==> config.mk <==
export PLATFORM = sky130hd
export DESIGN_NAME = mod_n_counter
export DESIGN_NICKNAME = d
export VERILOG_FILES = /design/src/rtl/counter_pkg.sv /design/src/rtl/mod_n_counter.sv
export SDC_FILE = /design/constraint.sdc
export NUM_CORES = 1
export LEC_CHECK = 0
export ABC_AREA = 1
export CORE_AREA = 8 8 45 47
export DETAILED_ROUTE_END_ITERATION = 8
export DIE_AREA = 0 0 53 55
export GPL_TIMING_DRIVEN = 0
export PLACE_DENSITY = 0.68
export SETUP_SLACK_MARGIN = 0.3
export SYNTH_ARGS = -nofsm -noshare
export SYNTH_HDL_FRONTEND = slang
export SYNTH_SLANG_ARGS = --single-unit
==> constraint.sdc <==
create_clock -name clock -period 1.8 [get_ports clock]
set_input_delay 0.36 -clock clock [delete_from_list [all_inputs] [get_ports clock]]
set_output_delay 0.36 -clock clock [all_outputs]
set_load 0.05 [all_outputs]
==> src/rtl/counter_pkg.sv <==
// Shared counter constants and the next-count rule, reused by the BCD display driver.
package counter_pkg;

  localparam int CNT_WRAP = 0;
  localparam int CNT_SAT  = 1;

  // Widest supported count (16 bits) plus one bit of compare headroom.
  localparam int CNT_CW = 17;

  // Next count for one enabled step. bnd_o flags a boundary (terminal-count) event.
  function automatic logic [CNT_CW-1:0] cnt_next(
    input  logic [CNT_CW-1:0] cnt,
    input  logic [CNT_CW-1:0] max_val,
    input  logic              up,
    input  logic              sat,
    output logic              bnd_o
  );
    logic [CNT_CW-1:0] nxt;
    bnd_o = 1'b0;
    if (up) begin
      if (cnt >= max_val) begin
        bnd_o = 1'b1;
        nxt   = sat ? max_val : '0;
      end else begin
        nxt = cnt + 1'b1;
      end
    end else begin
      if (cnt == '0) begin
        bnd_o = 1'b1;
        nxt   = sat ? '0 : max_val;
      end else begin
        nxt = cnt - 1'b1;
      end
    end
    return nxt;
  endfunction

endpackage

==> src/rtl/mod_n_counter.sv <==
// Modulo-N up/down event counter with load, wrap/saturate, terminal-count pulse and sticky ovf.
module mod_n_counter
  import counter_pkg::*;
#(
  parameter int WIDTH    = 4,
  parameter int MODULUS  = 10,
  parameter int SAT_MODE = CNT_WRAP
) (
  input  logic             clock,
  input  logic             reset,
  input  logic             en,
  input  logic             up_dn,
  input  logic             load,
  input  logic [WIDTH-1:0] load_val,
  input  logic             clr_ovf,
  output logic [WIDTH-1:0] count,
  output logic             tc,
  output logic             ovf
);

  if (WIDTH < 2 || WIDTH > 16) begin : g_bad_width
    $error("mod_n_counter: WIDTH must be in 2..16");
  end
  if (MODULUS < 2 || MODULUS > (1 << WIDTH)) begin : g_bad_mod
    $error("mod_n_counter: MODULUS must be in 2..2**WIDTH");
  end
  if (SAT_MODE != CNT_WRAP && SAT_MODE != CNT_SAT) begin : g_bad_mode
    $error("mod_n_counter: SAT_MODE must be 0 or 1");
  end

  // Compare at CNT_CW bits so MODULUS == 2**WIDTH never aliases to zero.
  localparam logic [CNT_CW-1:0] MAX_V = CNT_CW'(MODULUS - 1);

  logic [WIDTH-1:0] count_q, count_d;
  logic             tc_q, tc_d;
  logic             ovf_q, ovf_d;
  logic             bnd;

  always_comb begin
    count_d = count_q;
    tc_d    = 1'b0;
    ovf_d   = ovf_q;
    bnd     = 1'b0;
    if (load) begin
      count_d = (CNT_CW'(load_val) > MAX_V) ? WIDTH'(MAX_V) : load_val;
    end else if (en) begin
      count_d = WIDTH'(cnt_next(CNT_CW'(count_q), MAX_V, up_dn, SAT_MODE == CNT_SAT, bnd));
      tc_d    = bnd;
    end
    // Set beats clear when both land in the same cycle.
    if (clr_ovf) ovf_d = 1'b0;
    if (tc_d)    ovf_d = 1'b1;
  end

  always_ff @(posedge clock or negedge reset) begin
    if (!reset) begin
      count_q <= '0;
      tc_q    <= 1'b0;
      ovf_q   <= 1'b0;
    end else begin
      count_q <= count_d;
      tc_q    <= tc_d;
      ovf_q   <= ovf_d;
    end
  end

  assign count = count_q;
  assign tc    = tc_q;
  assign ovf   = ovf_q;

endmodule

==> results_dict.tcl, run 1 <==
set metrics [dict create \
    core-area_um2 1380 \
    r2r_start "count[1]" \
    hp-class "in -> async" \
    clk_latency_ns 0.23 \
    cts_max_level 1 \
    area_delta_synth_final_pct 36.5 \
    path_clk_slew_ns 0.04 \
    rr_endpoint "count[2]" \
    start_util 0.384 \
    fmax_ghz 0.691 \
    rsz0062_at_grt "false" \
    yosysTopAreaCell "dfrtp_1" \
    die_area_um2 2920 \
    cts_root_buf "clkbuf_4" \
    slew_headroom 0.677 \
    wl_per_cell_um 11.4 \
    postCtsSetupRepairBufs 0 \
    avgViaCountPerCell 4.96 \
    fillers 157 \
    layout_commonest_cell "nand2_1" \
    setup_tns_ns 0 \
    rows 14 \
    dr_total_vias 521 \
    slowest_delay_ns 0.50 \
    timing.final.crit_share 0.804 \
    cts_buffers 3 \
    grt_pass1_wl_um 2110 \
    crit_buf_inv 1 \
    clock_skew_ns 0.0000711 \
    hold_violations 0 \
    ys_ff_latch 6 \
    synth.distinct_cells 21 \
    cp_slowest_cell "clkdlybuf4s15_1" \
    cp-startpoint "count[2]" \
    grt_max_degree 9 \
    syn_area_um2 532 \
    crit_fanout 2 \
    fp.dieH_um 55 \
    syn_avg_cell_area_um2 7.49 \
    antenna_left 0 \
    globalplace.congestion 0.866 \
    multiInputGateArea_um2 318 \
    path_cells "clkdlybuf4s15_1" \
    drive_above_1_share 0.247 \
    seq_area_frac_synth 0.282 \
    setup_violations 0 \
    finalWirelength_um 1200 \
    layout_common_cells "nand2_1, nand3_1, clkdlybuf4s50_1" \
    status "finished, final reports clean" \
    firstDrtPassIters 4 \
    worstSetupPathType "reg -> out" \
    netlist.area_leader.share 0.282 \
    track_usage 0.0942 \
    cts_buffer_depth 2 \
    required_ns 1.44 \
    vdd_drop_max_mv 0.326 \
    dp_hpwl_um 990 \
    p_leak_uw 0.000367 \
    first_global_vias 524 \
    layout.nets 105 \
    endpoint_kind "primary output" \
    drv_slew 0 \
    postCtsHoldBufs 0 \
    crit_family "buffers and inverters" \
    syn_nets 85 \
    hold_ws_ns 0.366 \
    cap_violations 0 \
    fp.dieW_um 53 \
    power_uw 593 \
    ff2ff_setup_slack_ns 0.42 \
    antenna_found_initial 0 \
    synthCells 71 \
    drtIter0Drc 10 \
    numPortBuffers 15 \
    start_kind "flip-flop" \
    seqCellArea_um2 153 \
    yosysWarnings 0 \
    num_antenna_cells 0 \
    drc 0 \
    worstMarginPinSlew_ns 0.486 \
    fin_crit_ns 1.45 \
    cts.sinks 6 \
    overflow 0 \
    cts_tree "done" \
    pin_count 16 \
    worstPathArrival_ns 1.09 \
    r2r_cells 8 \
    synthTopCellsByArea "dfrtp_1, nand2_1, ha_1, nand3_1, inv_1" \
    power_density_nw_per_um2 816 \
    utilization 0.524 \
]
## worst max-delay path by stage
stage | endpoint | slack [ns] | depth (start not counted)
2_1_floorplan | count[3] | 0.32 | 8
3_3_place_gp | count[3] | 0.14 | 1
3_5_place_dp | count[3] | 0.16 | 1
4_1_cts | count[3] | 0.18 | 1
5_1_grt | ovf | 0.31 | 1
6_report | count[2] | 0.35 | 1
## cell usage after synthesis
| cell type | number |
|---|---|
| xor2_1 | 1 |
| nor2_1 | 3 |
| buf_6 | 1 |
| o21ai_1 | 2 |
| nand3_1 | 10 |
| nand4_1 | 1 |
| inv_1 | 9 |
| o21ai_0 | 2 |
| inv_6 | 2 |
| nand2_1 | 17 |
| nand3_2 | 1 |
| nand2_2 | 2 |
| ha_1 | 4 |
| inv_2 | 1 |
| nand3b_4 | 1 |
| a21oi_2 | 2 |
| o21ai_2 | 1 |
| dfrtp_1 | 6 |
| nor2_2 | 1 |
| o211ai_1 | 3 |
| a22oi_1 | 1 |
## per-stage QoR
stage	setup WS [ns]	cells	area, um^2
final	0.353	105	726
after CTS	0.184	105	724
after floorplan	0.315	71	534
after global placement	0.143	102	704
after global routing	0.305	105	726
after detailed placement	0.156	102	704
## sequential cells by signal, summed over array words and instances (netlist names)
register and count:
ovf 1, tc 1, count 4
## power by group
| part | total [uW] | internal, uW | switching [uW] | leakage [uW] |
|---|---|---|---|---|
| registers | 182 | 155 | 27.1 | 0.0000728 |
| clock network | 118 | 75.0 | 42.7 | 0.0000138 |
| logic | 293 | 111 | 182 | 0.000280 |
## layout make-up
cell class              instances  area share
flip-flops and latches          6       0.210
repair buffers                 15       0.202
well taps                      16      0.0276
plain buffers                   1      0.0155
inverters                      12      0.0759
multi-input cells              52       0.438
clock buffers                   3      0.0310
## metal layers
layer	track usage	vias to the layer above	part of all wire
met3	0.0107	0	0.033
met5	0	-	0
met2	0.154	12	0.49
met4	0.0517	0	0
li1	-	273	-
met1	0.118	236	0.48
## cell families (layout without fill, tap and decap cells)
family,Yosys count,after routing,share of synthesized area
adders and majority gates,4,4,0.0941
AOI/OAI and AO/OA,11,11,0.144
DFF,6,6,0.282
xor gates and xnor gates,1,1,0.0165
and+or+nand+nor,36,36,0.339
buffers and inverters,13,31,0.125
## timing repair
| action | in CTS | in global routing |
|---|---|---|
| setup endpoints to repair | 6 | 6 |
| pin swaps | 0 | 0 |
| resized for setup | 10 | 6 |
No activity file was read; power rests on OpenSTA's default activity.
==> run 2, diff against run 1 <==
- clock period: 1.8 -> 1.5 ns (I/O delays scaled with it)
==> run 2 against run 1 <==
Clock skew up 0.0064 ns. Utilization up 12 points. Critical path depth up 8. Via count up 13%. Global-route usage up 1.7 points.
==> results_dict.tcl, run 2 (synthesis gave the netlist of run 1 again) <==
set metrics [dict create \
    status "finished, final reports clean" \
    cts_tree "done" \
    clock_skew_ns 0.00646 \
    grt_max_degree 9 \
    dp_hpwl_um 983 \
    drive_above_1_share 0.485 \
    fp.dieW_um 53 \
    start_util 0.384 \
    track_usage 0.111 \
    fin_crit_ns 1.40 \
    r2r_cells 9 \
    wl_per_cell_um 13.0 \
    cts_max_level 1 \
    worstMarginPinSlew_ns 0.268 \
    utilization 0.643 \
    setup_violations 0 \
    first_global_vias 534 \
    num_antenna_cells 0 \
    worstPathArrival_ns 1.59 \
    cap_violations 0 \
    drc 0 \
    layout_commonest_cell "nand2_1" \
    internal-power_uw 503 \
    core-area_um2 1380 \
    path_clk_slew_ns 0.05 \
    cts_buffers 3 \
    stdcell_area_um2 890 \
    finalWorstSetupSlack_ns 0.0993 \
    layout_common_cells "nand2_1, clkdlybuf4s50_1, buf_4" \
    rr_endpoint "count[3]" \
    clkPwrFrac 0.188 \
    hp-class "in -> async" \
    start_kind "flip-flop" \
    r2r_start "count[0]" \
    place_ws_ns -0.145 \
    finalWirelength_um 1490 \
    ff2ff_setup_slack_ns 0.1 \
    switching_power_uw 382 \
    clk_latency_ns 0.25 \
    firstDrtPassIters 4 \
    cp-startpoint "count[0]" \
    fp.dieH_um 55 \
    power_density_nw_per_um2 995 \
    crit_fanout 7 \
    avgViaCountPerCell 5.13 \
    cts_root_buf "clkbuf_4" \
    overflow 0 \
    largest_reg_flops 4 \
    drtIter0Drc 24 \
    hold_ws_ns 0.280 \
    seq_power_share 0.252 \
    postCtsHoldBufs 0 \
    fmax_ghz 0.714 \
    antenna_left 0 \
    dr_total_vias 590 \
    p_comb_frac 0.561 \
    area_delta_synth_final_pct 67.3 \
    rsz0062_at_grt "true" \
    hold_violations 0 \
    slew_headroom 0.821 \
    numPortBuffers 15 \
    post_dp_cell_area_um2 751 \
    globalplace.congestion 0.819 \
    pin_count 16 \
    crit_end "count[3]" \
    antenna_found_initial 0 \
    p_leak_uw 0.000428 \
    cts.sinks 6 \
    grt_pass1_wl_um 2390 \
    vdd_drop_max_mv 0.350 \
    rows 14 \
    cts_buffer_depth 2 \
    required_ns 1.69 \
    layout.nets 114 \
    drv_slew 0 \
    endpoint_kind "flip-flop" \
    timing.final.crit_share 0.934 \
    die_area_um2 2920 \
    worstSetupPathType "reg -> reg" \
    netSwitchingFraction 0.432 \
]
## run 2: final cells by class
type	count	area, um^2
plain buffers	1	11.3
flip-flops and latches	6	158
repair buffers	24	206
inverters	12	60.1
clock buffers	4	26.3
fillers	119	494
multi-input cells	52	408
well taps	16	20.0
## run 2: critical path: stages, from the launching register on
cell and delay [ns]:
dfrtp_4 0.53, inv_4 0.10, ha_4 0.17, nand3b_4 0.09, nand2_4 0.09, buf_4 0.11, nand3_2 0.07, nand3_2 0.07
nand2_1 0.05, nand2_1 0.05
## run 2: per-layer routing
| layer | vias to the layer above | wire, um | GRT usage |
|---|---|---|---|
| li1 | 291 | - | - |
| met1 | 269 | 619 | 0.144 |
| met2 | 26 | 723 | 0.148 |
| met3 | 4 | 109 | 0.0348 |
| met4 | 0 | 39 | 0.0862 |
| met5 | - | 0 | 0 |
## run 2: worst min-delay path by stage
stage / from / cells after the start / slack [ns] / end
after CTS: reset / 1 / 0.30 / count[0]
after floorplan: reset / 0 / 0.004 / count[1]
after global placement: ovf / 2 / 0.50 / ovf
final: reset / 1 / 0.28 / count[0]
after global routing: reset / 1 / 0.30 / count[0]
after detailed placement: ovf / 2 / 0.50 / ovf
## run 2: repair_timing
| item | 4_1_cts | 5_1_grt |
|---|---|---|
| setup buffers | 2 | 7 |
| pin swaps | 6 | 5 |
| gates resized for setup | 40 | 9 |
| endpoints found under the setup margin | 12 | 8 |
## run 2: power groups by stage
stage	sequential, uW	combinational (uW)	clock, uW
after floorplan	298	205	0
after global routing	226	540	181
final	223	496	166
after detailed placement	231	392	0
after global placement	230	388	0
after CTS	226	424	163
## run 2: metrics by stage
step | std cells | TNS [ns] | total power [uW]
2_1_floorplan | 71 | 0 | 504
3_3_place_gp | 102 | -0.333 | 618
3_5_place_dp | 102 | -0.337 | 622
4_1_cts | 108 | 0 | 813
5_1_grt | 115 | -0.00578 | 947
6_report | 115 | 0 | 885
==> run 3, diff against run 2 <==
- CTS_BUF_LIST: unset -> sky130_fd_sc_hd__clkbuf_4 sky130_fd_sc_hd__clkbuf_8
- PLACE_DENSITY: 0.68 -> 0.74
==> run 3 against run 2 <==
Critical path depth is 8 lower. Wire length fell by 5.2%. Power fell by 3.0%. Hold slack better by 0.0049 ns. Register-to-register slack better by 0.09 ns. Design area shrank 4.5%. Via count down 3.6%. Sequential share of layout area increased by 0.84 points. First-iteration DRC count decreased by 46%. Clock power is 9% higher. Largest power group unchanged.
==> results_dict.tcl, run 3 (synthesis gave the netlist of run 1 again) <==
set metrics [dict create \
    status "finished, final reports clean" \
    cap_violations 0 \
    fin_crit_ns 1.32 \
    fmax_ghz 0.759 \
    rr_endpoint "count[1]" \
    cts_tree "done" \
    num_antenna_cells 0 \
    largest_reg_flops 4 \
    first_global_vias 554 \
    slowest_delay_ns 0.48 \
    cts_buffers 3 \
    crit_buf_inv 1 \
    worstMarginPinSlew_ns 0.259 \
    cts_buffer_depth 2 \
    post_dp_cell_area_um2 751 \
    core-area_um2 1380 \
    power_uw 859 \
    start_kind "flip-flop" \
    layout_commonest_cell "nand2_1" \
    finalWorstSetupSlack_ns 0.183 \
    timing.final.crit_share 0.878 \
    power_density_nw_per_um2 1010 \
    antenna_left 0 \
    grt_max_degree 8 \
    path_clk_slew_ns 0.05 \
    vdd_drop_max_mv 0.372 \
    firstDrtPassIters 4 \
    crit_fanout 6 \
    fillers 126 \
    ff2ff_setup_slack_ns 0.19 \
    cts_root_buf "clkbuf_4" \
    fp.dieW_um 53 \
    rows 14 \
    antenna_found_initial 0 \
    layout_common_cells "nand2_1, clkdlybuf4s50_1, inv_1, nand3_1, buf_4" \
    slew_headroom 0.827 \
    r2r_cells 7 \
    cp_slowest_cell "dfrtp_4" \
    finalWirelength_um 1410 \
    drc 0 \
    endpoint_kind "primary output" \
    worstSetupPathType "reg -> out" \
    hold_violations 0 \
    cts.sinks 6 \
    overflow 0 \
    start_util 0.384 \
    wl_per_cell_um 12.5 \
    place_ws_ns -0.151 \
    worstPathArrival_ns 1.02 \
    cts_max_level 1 \
    area_delta_synth_final_pct 59.8 \
    hp-class "in -> async" \
    track_usage 0.105 \
    setup_tns_ns 0 \
    drv_slew 0 \
    setup_violations 0 \
    rsz0062_at_grt "true" \
    fp.dieH_um 55 \
    clock_skew_ns 0.00700 \
    dp_hpwl_um 998 \
    required_ns 1.20 \
    crit_family "flip-flops" \
    stdcell_area_um2 850 \
    dr_total_vias 569 \
    avgViaCountPerCell 5.04 \
    drtIter0Drc 13 \
    r2r_start "count[0]" \
    numPortBuffers 15 \
    pin_count 16 \
    die_area_um2 2920 \
    p_leak_uw 0.000410 \
    path_cells "buf_2" \
    globalplace.congestion 0.803 \
    layout.nets 112 \
    clk_latency_ns 0.25 \
    drive_above_1_share 0.433 \
    grt_pass1_wl_um 2300 \
]
run 3: layout make-up:
cell class,instances,area [um^2],area share
Buffer,1,11.3,0.0133
Timing Repair Buffer,22,185,0.218
Clock buffer,4,30.0,0.0353
Tap cell,16,20.0,0.0236
Inverter,12,62.6,0.0736
Sequential cell,6,158,0.186
Multi-Input combinational cell,52,383,0.451
run 3: power by group:
group	switching, uW	leakage [uW]	internal [uW]
clock network	62.4	0.0000184	119
logic	262	0.000321	191
registers	35.1	0.0000707	189
run 3: worst max-delay path by stage:
stage | start | slack (ns) | to | depth (start not counted)
4_1_cts | count[1] | 0.17 | count[0] | 6
6_report | count[0] | 0.18 | count[0] | 1
3_5_place_dp | count[3] | -0.15 | count[3] | 1
2_1_floorplan | count[1] | 0.13 | count[1] | 8
5_1_grt | count[0] | 0.11 | count[2] | 7
3_3_place_gp | count[3] | -0.15 | count[3] | 1
run 3: stage by stage:
| stage | std cells | hold slack [ns] | util |
|---|---|---|---|
| global route | 113 | 0.279 | 0.614 |
| global placement | 102 | 0.499 | 0.542 |
| CTS | 109 | 0.285 | 0.582 |
| floorplan | 71 | 0.00441 | - |
| finish | 113 | 0.285 | 0.614 |
| detailed placement | 102 | 0.508 | 0.542 |
run 3: timing repair:
action,CTS,global route
resized for setup,37,6
setup endpoints to repair,12,10
pin swaps,5,1
setup buffers,3,4
gates cloned,0,0
hold buffers,0,0
run 3: per-layer routing:
| layer | part of all wire | wire length [um] | vias up | track usage |
|---|---|---|---|---|
| met4 | 0 | 0 | 0 | 0.0603 |
| met3 | 0.048 | 68 | 0 | 0.0508 |
| met2 | 0.49 | 688 | 12 | 0.164 |
| met5 | 0 | 0 | - | 0 |
| met1 | 0.47 | 658 | 272 | 0.115 |
| li1 | - | - | 285 | - |
